**src/rtl/code_entry_ctrl.sv**
```systemverilog
// code_entry_ctrl: button-driven 4-digit code entry with result hold, lockout and seven-segment value output
// Optional feature macro: CODE_ENTRY_BLINK_EN (blink result/lockout value every BLINK_CYCLES)
// Ports:
//   clk        system clock
//   rst_n      asynchronous active-low reset
//   btn_inc    raw async button, increment current digit
//   btn_next   raw async button, accept digit and advance
//   btn_clear  raw async button, restart the entry
//   value      registered decoder code (0-9 digit, 10 correct, 11 error, 12 off)
//   digit_idx  index of the digit being entered, 0 outside entry
//   unlocked   high while the correct-code result is shown
//   locked     high while in failure lockout
module code_entry_ctrl #(
  parameter logic [15:0] CODE          = 16'h1234,
  parameter logic [23:0] RESULT_CYCLES = 24'd10_000_000,
  parameter logic [23:0] LOCK_CYCLES   = 24'd50_000_000,
  parameter logic [1:0]  MAX_FAIL      = 2'd3,
  parameter logic [23:0] BLINK_CYCLES  = 24'd2_500_000
) (
  input  logic       clk,
  input  logic       rst_n,
  input  logic       btn_inc,
  input  logic       btn_next,
  input  logic       btn_clear,
  output logic [3:0] value,
  output logic [1:0] digit_idx,
  output logic       unlocked,
  output logic       locked
);
  localparam logic [2:0] IDLE    = 3'd0;
  localparam logic [2:0] ENTRY   = 3'd1;
  localparam logic [2:0] RES_OK  = 3'd2;
  localparam logic [2:0] RES_ERR = 3'd3;
  localparam logic [2:0] LOCKOUT = 3'd4;
  if (MAX_FAIL == 2'd0 || BLINK_CYCLES == 24'd0) begin : g_bad_param
    $error("code_entry_ctrl: MAX_FAIL and BLINK_CYCLES must be nonzero");
  end
  logic [2:0] s1, s2, prev, pulse;
  logic [2:0] state, state_d;
  logic [1:0] idx, idx_d, fail_cnt, fail_d;
  logic [3:0] cur_digit, cur_d, value_d;
  logic [23:0] timer, timer_d;
  logic match, match_d, show_d;
  logic p_inc, p_next, p_clr;
  assign pulse = s2 & ~prev;
  assign p_clr = pulse[2];
  assign p_next = pulse[1] & ~p_clr;
  assign p_inc = pulse[0] & ~pulse[1] & ~p_clr;
  always_ff @(posedge clk or negedge rst_n) begin
    if (!rst_n) begin
      s1 <= '0;
      s2 <= '0;
      prev <= '0;
    end else begin
      s1 <= {btn_clear, btn_next, btn_inc};
      s2 <= s1;
      prev <= s2;
    end
  end
  always_comb begin
    state_d = state;
    idx_d = idx;
    cur_d = cur_digit;
    match_d = match;
    fail_d = fail_cnt;
    timer_d = timer;
    case (state)
      IDLE: if (p_next | p_inc) begin
        state_d = ENTRY;
        idx_d = 2'd0;
        cur_d = 4'd0;
        match_d = 1'b1;
      end
      ENTRY: if (p_clr) begin
        idx_d = 2'd0;
        cur_d = 4'd0;
        match_d = 1'b1;
      end else if (p_next) begin
        // ~idx selects nibble 3-idx, so [15:12] is compared first
        match_d = match & (cur_digit == CODE[{~idx, 2'b00} +: 4]);
        if (idx == 2'd3) begin
          state_d = match_d ? RES_OK : RES_ERR;
          timer_d = RESULT_CYCLES - 24'd1;
          fail_d = match_d ? 2'd0 : (fail_cnt == 2'd3 ? 2'd3 : fail_cnt + 2'd1);
        end else begin
          idx_d = idx + 2'd1;
          cur_d = 4'd0;
        end
      end else if (p_inc) cur_d = cur_digit == 4'd9 ? 4'd0 : cur_digit + 4'd1;
      RES_OK: if (timer == 24'd0) state_d = IDLE; else timer_d = timer - 24'd1;
      RES_ERR: if (timer == 24'd0) begin
        state_d = fail_cnt >= MAX_FAIL ? LOCKOUT : IDLE;
        timer_d = LOCK_CYCLES - 24'd1;
      end else timer_d = timer - 24'd1;
      LOCKOUT: if (timer == 24'd0) begin
        state_d = IDLE;
        fail_d = 2'd0;
      end else timer_d = timer - 24'd1;
      default: state_d = IDLE;
    endcase
  end
`ifdef CODE_ENTRY_BLINK_EN
  logic [23:0] bcnt;
  logic show, restart, wrap;
  // phase restarts on every state change so each result opens with its code visible
  assign restart = state_d != state;
  assign wrap = bcnt == BLINK_CYCLES - 24'd1;
  assign show_d = restart ? 1'b1 : wrap ? ~show : show;
  always_ff @(posedge clk or negedge rst_n) begin
    if (!rst_n) begin
      bcnt <= '0;
      show <= 1'b0;
    end else begin
      bcnt <= (restart | wrap) ? 24'd0 : bcnt + 24'd1;
      show <= show_d;
    end
  end
`else
  assign show_d = 1'b1;
`endif
  assign value_d = state_d == ENTRY ? cur_d :
                   state_d == IDLE || !show_d ? 4'd12 :
                   state_d == RES_OK ? 4'd10 : 4'd11;
  always_ff @(posedge clk or negedge rst_n) begin
    if (!rst_n) begin
      state <= IDLE;
      idx <= '0;
      cur_digit <= '0;
      match <= 1'b1;
      fail_cnt <= '0;
      timer <= '0;
      value <= 4'd12;
      digit_idx <= '0;
      unlocked <= 1'b0;
      locked <= 1'b0;
    end else begin
      state <= state_d;
      idx <= idx_d;
      cur_digit <= cur_d;
      match <= match_d;
      fail_cnt <= fail_d;
      timer <= timer_d;
      value <= value_d;
      digit_idx <= state_d == ENTRY ? idx_d : 2'd0;
      unlocked <= state_d == RES_OK;
      locked <= state_d == LOCKOUT;
    end
  end
endmodule

```
**config.mk**
```make
export PLATFORM = sky130hd
export DESIGN_NAME = code_entry_ctrl
export DESIGN_NICKNAME = d
export VERILOG_FILES = /design/src/rtl/code_entry_ctrl.sv
export SDC_FILE = /design/constraint.sdc
export NUM_CORES = 1
export LEC_CHECK = 0
export CORE_ASPECT_RATIO = 1.75
export CORE_UTILIZATION = 25
export CTS_BUF_LIST = sky130_fd_sc_hd__clkbuf_16
export CTS_CLUSTER_DIAMETER = 30
export DETAILED_ROUTE_END_ITERATION = 6
export PLACE_DENSITY = 0.37
export SYNTH_ARGS = -nofsm -noshare
export SYNTH_HDL_FRONTEND = slang
export SYNTH_SLANG_ARGS = --single-unit
```
**constraint.sdc**
```tcl
create_clock -name clk -period 2.68 [get_ports clk]
set_input_delay 0.536 -clock clk [delete_from_list [all_inputs] [get_ports clk]]
set_output_delay 0.536 -clock clk [all_outputs]
set_load 0.005 [all_outputs]
```
==> flow_summary.rst, run 1 <==
.. list-table::
   :header-rows: 1

   * - Metric
     - Value
   * - Cts bufs inserted
     - 5
   * - Cell breakdown of the critical path
     - inv_1, ha_1, nor4b_2, and3_1, a21oi_1, or2_4, nand4_1, a221o_1
   * - Met1 capacity usage during global routing
     - 14.9%
   * - Maximum vdd ir drop
     - 0.341 mV
   * - Reg clk slew, reported paths
     - 0.08 ns
   * - Pin count of the biggest net entering global routing
     - 54
   * - Via count
     - 2,393
   * - Netlist area before placement
     - 2880 um2
   * - First-pass GRT wire length
     - 13.5 mm
   * - Most common flop cell mapped by yosys
     - dfrtp_1
   * - Worst Path Arrival
     - 2.63 ns
   * - Fraction of the cycle the final worst path needs
     - 91.3%
   * - R2R setup slack
     - 0.23 ns
   * - Number of inserted filler cells in the final layout
     - 1,156
   * - DRT Pass-1 Iters
     - 4
   * - Total of flip-flops plus latches after synthesis
     - 53
   * - Distinct cell type count after synthesis
     - 65
   * - H-Tree Depth
     - 2
   * - Final global-route overflow total
     - 0
   * - Die Y
     - 144 um
   * - Critical path launch point type
     - flop
   * - P per Cell Area
     - 940 nW/um2
   * - Fraction of final layout cells with drive strength greater than 1
     - 14.7%
   * - Met2 Resource Use GR
     - 29.2%
   * - Slowest library cell on the worst path
     - a21oi_1
   * - Weighted congestion reported at the end of routability-driven placement
     - 0.833
   * - Static Leak
     - 1.49 nW
   * - WS Path Type
     - flop to flop
   * - Setup repair after global routing missed its margin
     - no
   * - Count of clock tree sinks
     - 53
   * - Launching point of the worst reg2reg path
     - timer[0]$_DFFE_PN0P_
   * - Number of post-CTS setup repair buffers
     - 0
   * - Effective utilization at floorplan
     - 25.8%
   * - Number of enable flip-flop cells after synthesis
     - 0
   * - Antenna Diode Count
     - 0
   * - Rows
     - 51
   * - Maximum Capacitance Violations
     - 0
   * - Clock tree from TritonCTS
     - built
   * - Worst setup EP type
     - flop
   * - Floorplan die area
     - 12,000 um2
   * - Hold Vio Cnt, Final
     - 0
   * - Number of global-route vias before repair
     - 2,460
   * - Antenna violations before repair
     - 0
   * - CP max stage delay
     - 0.46 ns
   * - Sequential-to-total area share from yosys stat
     - 46.1%
   * - CP Max Fanout
     - 13
   * - Width of the chip
     - 83.2 um
   * - DP Wirelength
     - 6.44 mm
   * - M3 GR Usage
     - 1.94%
   * - # IOs
     - 13
   * - Status
     - finished clean
   * - Slew Limit Fails
     - 0
   * - Number of buffer and inverter instances along the worst setup path
     - 1
   * - Count of warnings emitted by yosys
     - 0
   * - Via-to-Cell Ratio
     - 5.22
   * - Antenna viol nets, final
     - 0
   * - Clock Tree Buf Depth
     - 2
   * - Number of DRC markers in iteration 0
     - 68
   * - Relative slew slack
     - 65.6%
   * - Per-cell routed wire length
     - 18.3 um
   * - Post-Synthesis Mean Instance Area
     - 9.74 um2
   * - Port bufs
     - 12
   * - Cell type group with the largest total delay on the critical path
     - simple AND/OR/NAND/NOR gates
   * - Final nets
     - 338
   * - Most utilized layer in the global route result
     - met2
   * - Clock Root Buffer
     - clkbuf_16
   * - # setup viols final
     - 0
   * - Drc violations
     - 0
   * - Syn nets
     - 309
   * - Worst min-delay path category
     - input pin to async pin
   * - Area grow syn2layout
     - 18.9%
   * - Achievable clock frequency
     - 0.409 GHz
   * - Overall global routing resource usage
     - 14.8%
   * - Hold_ws
     - 0.216 ns
   * - Total wirelength of the detailed-routed design
     - 8.40 mm
   * - Number of cell instances on the worst register-to-register path
     - 8
   * - Post-Synthesis Cells
     - 296
   * - Least-Margin Pin Slew
     - 0.516 ns
   * - Core Area
     - 11,200 um2
   * - Final critical-path required period
     - 2.45 ns
   * - Share of flip-flops with an asynchronous set or reset
     - 100%
   * - Worst clock skew
     - 0.0107 ns
   * - Critical register-to-register path endpoint
     - timer[15]$_DFFE_PN0P_
   * - Data required time of the critical path
     - 2.86 ns
   * - TNS Setup
     - 0 ns
   * - Later-pin clock latency in the skew report
     - 0.30 ns
## cell usage in the layout, fill, tap and decap left out, drive strengths merged, types with 4 or more instances in the layout
cell type      Yosys  routed
nor3               6       6
nand2b             5       5
nand4              5       5
nor4               6       6
and3               6       6
o2111ai            4       4
o21a               4       4
nor2              26      26
nor2b              7       7
o21ai             23      23
clkbuf             5       5
nand2             13      13
a31oi              7       7
clkdlybuf4s50      0      11
a21oi             21      21
dfrtp             50      50
buf                5      21
inv               14      15
xor2               5       5
ha                 8       8
nor3b              4       4
and2               7       7
nand3             10      10
## cell type report
| class | count | area (um2) | share of cell area [%] |
|---|---|---|---|
| Sequential cell | 53 | 1330 | 38.8 |
| Inverter | 14 | 52.6 | 1.53 |
| Clock buffer | 5 | 125 | 3.65 |
| Tap cell | 132 | 165 | 4.82 |
| Timing Repair Buffer | 32 | 278 | 8.11 |
| Multi-Input combinational cell | 219 | 1450 | 42.4 |
| Clock inverter | 3 | 25.0 | 0.730 |
## kinds of logic after synthesis
logic type | Yosys count | share of synthesized area [%]
XOR/XNOR | 8 | 2.43
buffers and inverters | 24 | 3.73
adder cells (fa/ha/maj) | 8 | 3.47
flip-flops | 53 | 46.1
AND/OR/NAND/NOR | 106 | 20.8
AO/OA/AOI/OAI | 95 | 22.7
multiplexers | 2 | 0.781
## how the worst max path moves through the flow
stage,from,to,cells past startpoint
after global routing,timer[0]$_DFFE_PN0P_,timer[3]$_DFFE_PN0P_,9
after global placement,idx[0]$_DFF_PN0_,timer[3]$_DFFE_PN0P_,7
final,timer[0]$_DFFE_PN0P_,timer[15]$_DFFE_PN0P_,8
after floorplan,timer[9]$_DFFE_PN0P_,fail_cnt[0]$_DFFE_PN0P_,6
after detailed placement,timer[0]$_DFFE_PN0P_,timer[15]$_DFFE_PN0P_,8
after CTS,timer[0]$_DFFE_PN0P_,timer[5]$_DFFE_PN0P_,8
## registers in the layout (all words and copies together), names as in the netlist
| name | count |
|---|---|
| timer | 24 |
| cur_digit | 4 |
| value | 4 |
| prev | 3 |
| s1 | 3 |
| s2 | 3 |
| state | 3 |
| digit_idx | 2 |
| fail_cnt | 2 |
| idx | 2 |
| locked | 1 |
| match | 1 |
| unlocked | 1 |
## stage by stage
step                utilization (%)  total power [mW]  worst slack, ns  cell area [um2]  std cells
CTS                            30.6              3.26            0.201             3420        458
floorplan                         -              2.03            0.577             2880        296
global route                   30.7              3.46           0.0740             3430        458
detailed placement             29.3              2.57            0.227             3270        450
finish                         30.7              3.22            0.234             3430        458
global placement               29.3              2.57            0.299             3270        450
## Yosys cell counts, types with 3 or more instances
cell type | number | area share [%]
o2111ai_1 | 4 | 1.2
o211ai_1 | 3 | 0.78
a21oi_1 | 21 | 3.6
nor4_1 | 4 | 0.87
xor2_1 | 5 | 1.5
and3_1 | 6 | 1.3
xnor2_1 | 3 | 0.91
inv_1 | 14 | 1.8
o21ai_1 | 3 | 0.52
nor2b_1 | 7 | 1.5
a21boi_0 | 3 | 0.78
and2_1 | 5 | 1.1
dfstp_2 | 3 | 2.7
clkbuf_1 | 5 | 0.65
o21a_1 | 4 | 1.0
a21o_1 | 3 | 0.78
dfrtp_1 | 50 | 43
nand4_1 | 5 | 1.1
o21ai_0 | 19 | 3.3
nor2_1 | 26 | 3.4
nor3_1 | 6 | 1.0
a31oi_1 | 7 | 1.5
ha_1 | 8 | 3.5
nand2b_1 | 5 | 1.1
nand2_1 | 13 | 1.7
nand3_1 | 10 | 1.7
## power by group
part / internal (mW) / switching [mW]
Combinational: 0.561 / 0.703
Clock: 0.352 / 0.321
Sequential: 1.04 / 0.242
Total: 1.95 / 1.27
## repair_timing
item	CTS	global route
endpoints found under the setup margin	0	1
hold buffers	0	0
resized for setup	0	1
## worst reg2reg max path: stages (launching register included)
cell     delay, ns
dfrtp_1       0.41
inv_1         0.08
ha_1          0.21
nor4b_2       0.17
and3_1        0.25
a21oi_1       0.46
or2_4         0.32
nand4_1       0.13
a221o_1       0.32
## metal layers
layer / up-vias / routed length [um]
li1: 1160 / -
met5: - / 0
met4: 0 / 334
met2: 26 / 4770
met3: 14 / 122
met1: 1193 / 3160
Power figures use the tool's default switching activity.
==> inputs of run 2 (changes only) <==
Settings changed: CORE_MARGIN set to 1.5.
==> run 2 against run 1 <==
Net effect:
- clock-buffer cell count unchanged
- largest cell class unchanged
- highest routed layer unchanged
- largest power group unchanged
- combinational power barely moved
- non-clock buffer count decreased by 1
- sequential power hardly changed
==> flow_summary.rst, run 2 (synthesis gave the netlist of run 1 again) <==
.. list-table::
   :header-rows: 1

   * - Metric
     - Value
   * - TNS Setup
     - 0 ns (unchanged)
   * - Final global-route overflow total
     - 0 (unchanged)
   * - Final nets
     - 337 (was 338)
   * - Achievable clock frequency
     - 0.421 GHz (was 0.409 GHz)
   * - Floorplan die area
     - 12,200 um2 (was 12,000 um2)
   * - Worst setup path startpoint
     - timer[0]$_DFFE_PN0P_ (unchanged)
   * - Layout Cell Area excl Fill
     - 3440 um2 (was 3430 um2)
   * - Data required time of the critical path
     - 2.86 ns (about the same)
   * - Clock Root Buffer
     - clkbuf_16 (unchanged)
   * - Most frequent standard cell in the layout excluding fill and tap cells
     - dfrtp_1 (unchanged)
   * - # setup viols final
     - 0 (unchanged)
   * - Via count
     - 2,410 (was 2,393)
   * - DP Wirelength
     - 6.55 mm (was 6.44 mm)
   * - WS Path Type
     - flop to flop (unchanged)
   * - Antenna viol nets, final
     - 0 (unchanged)
   * - Die Y
     - 145 um (was 144 um)
   * - Overall global routing resource usage
     - 14.4% (was 14.8%)
   * - R2R setup slack
     - 0.30 ns (was 0.23 ns)
   * - Width of the chip
     - 84.2 um (was 83.2 um)
   * - Per-cell routed wire length
     - 18.4 um (was 18.3 um)
   * - Least-Margin Pin Slew
     - 0.529 ns (was 0.516 ns)
   * - Static Leak
     - 1.50 nW (was 1.49 nW)
   * - Relative slew slack
     - 64.8% (was 65.6%)
   * - Antenna Diode Count
     - 0 (unchanged)
   * - Maximum Capacitance Violations
     - 0 (unchanged)
   * - Cts bufs inserted
     - 5 (unchanged)
   * - Later-pin clock latency in the skew report
     - 0.29 ns (was 0.30 ns)
   * - Number of cell instances on the worst register-to-register path
     - 8 (unchanged)
   * - Slew Limit Fails
     - 0 (unchanged)
   * - P per Cell Area
     - 952 nW/um2 (was 940 nW/um2)
   * - Worst setup EP type
     - flop (unchanged)
   * - CP Max Fanout
     - 13 (unchanged)
   * - Number of DRC markers in iteration 0
     - 94 (was 68)
   * - Drc violations
     - 0 (unchanged)
   * - Core Area
     - 11,200 um2 (unchanged)
   * - Placed Area
     - 3260 um2 (was 3270 um2)
   * - Final WS setup
     - 0.303 ns (was 0.234 ns)
   * - H-Tree Depth
     - 2 (unchanged)
   * - Launching point of the worst reg2reg path
     - timer[0]$_DFFE_PN0P_ (unchanged)
   * - Flip-flop count of the largest register, all copies and words added
     - 24 (unchanged)
   * - Worst Path Arrival
     - 2.56 ns (was 2.63 ns)
   * - First-pass GRT wire length
     - 13.6 mm (was 13.5 mm)
   * - Critical path launch point type
     - flop (unchanged)
   * - Setup repair after global routing missed its margin
     - no (unchanged)
   * - Register with the most flip-flops
     - timer (unchanged)
   * - Clock Tree Buf Depth
     - 2 (unchanged)
   * - Largest regs
     - timer: 24 flops, cur_digit: 4 flops, value: 4 flops (unchanged)
   * - Weighted congestion reported at the end of routability-driven placement
     - 0.828 (was 0.833)
   * - Count of clock tree sinks
     - 53 (unchanged)
   * - Reg clk slew, reported paths
     - 0.07 ns (was 0.08 ns)
   * - Commonest cells after routing, fill and taps aside
     - dfrtp_1 (50), nor2_1 (26), a21oi_1 (21), o21ai_0 (19), buf_4 (18) (was dfrtp_1 (50), nor2_1 (26), a21oi_1 (21), o21ai_0 (19), buf_4 (19))
   * - Critical register-to-register path endpoint
     - timer[15]$_DFFE_PN0P_ (unchanged)
   * - Area grow syn2layout
     - 19.2% (was 18.9%)
   * - Pre-CTS worst setup slack
     - 0.262 ns (was 0.227 ns)
   * - Fraction of final layout cells with drive strength greater than 1
     - 14.2% (was 14.7%)
   * - Maximum vdd ir drop
     - 0.312 mV (was 0.341 mV)
   * - Final critical-path required period
     - 2.38 ns (was 2.45 ns)
   * - Hold buffer count at cts
     - 0 (unchanged)
   * - DRT Pass-1 Iters
     - 4 (unchanged)
   * - Port bufs
     - 12 (unchanged)
   * - Worst min-delay path category
     - input pin to async pin (unchanged)
   * - Total wirelength of the detailed-routed design
     - 8.40 mm (about the same)
   * - Hold Vio Cnt, Final
     - 0 (unchanged)
   * - Antenna violations before repair
     - 0 (unchanged)
   * - Worst clock skew
     - 0.00683 ns (was 0.0107 ns)
   * - Rows
     - 51 (unchanged)
   * - Status
     - finished clean (unchanged)
   * - Effective utilization at floorplan
     - 25.8% (unchanged)
   * - Via-to-Cell Ratio
     - 5.27 (was 5.22)
   * - Pin count of the biggest net entering global routing
     - 33 (was 54)
   * - # IOs
     - 13 (unchanged)
   * - Number of global-route vias before repair
     - 2,485 (was 2,460)
   * - Fraction of the cycle the final worst path needs
     - 88.7% (was 91.3%)
   * - Clock tree from TritonCTS
     - built (unchanged)
run 2: changes by cell type in the layout (fill, tap and decap cells not counted):
cell | before | now
inv_6 | 1 | 0
bufinv_16 | 0 | 1
buf_4 | 19 | 18
clkinv_4 | 1 | 0
clkinv_1 | 0 | 1
run 2: stage by stage:
step	std cells	utilization, %	hold slack [ns]	total power [mW]
after floorplan	296	-	0.240	2.03
after global placement	449	29.2	0.339	2.56
after detailed placement	449	29.2	0.337	2.56
after CTS	457	30.7	0.233	3.32
after global routing	457	30.8	0.262	3.53
final	457	30.8	0.213	3.27
run 2: how the worst max path moves through the flow:
stage,cells past startpoint,slack (ns),endpoint
after floorplan,6,0.58,fail_cnt[0]$_DFFE_PN0P_
after global placement,9,0.33,timer[12]$_DFFE_PN0P_
after detailed placement,8,0.26,timer[5]$_DFFE_PN0P_
after CTS,8,0.24,timer[5]$_DFFE_PN0P_
after global routing,9,0.14,timer[3]$_DFFE_PN0P_
final,8,0.30,timer[15]$_DFFE_PN0P_
run 2: final cells by class:
type | count | area, um2
multi-input cells | 219 | 1450
clock buffers | 5 | 125
repair buffers | 31 | 270
inverters | 14 | 52.6
fillers | 1141 | 7730
flip-flops and latches | 53 | 1330
well taps | 132 | 165
clock inverters | 3 | 41.3
run 2: what timing repair did:
item	in CTS	in global routing
endpoints found under the setup margin	0	3
buffers inserted	0	0
resized for setup	0	1
run 2: power breakdown:
group          leakage, nW  total [mW]  internal, mW  switching [mW]
logic                0.753        1.24         0.556           0.683
registers            0.665        1.30          1.04           0.257
clock network       0.0775       0.735         0.438           0.297
run 2: worst max-delay path: stages (launching register included):
cell and delay, ns:
dfrtp_1 0.40, inv_1 0.08, ha_1 0.21, nor4b_2 0.17, and2_1 0.21, a311oi_4 0.49
or2_4 0.29, nand4_1 0.11, a221o_1 0.31
run 2: layer usage:
layer / vias up / global-route usage (%) / wire [um]
met1: 1206 / 14.5 / 3110
met5: - / 0 / 0
met4: 0 / 5.90 / 229
li1: 1163 / - / -
met3: 14 / 1.82 / 151
met2: 27 / 28.8 / 4900
==> inputs of run 3 (changes only) <==
Settings changed: CTS_CLUSTER_DIAMETER 30 to 200.
==> results of run 3 <==
The final DEF is identical to that of run 2; final timing and power are the same.
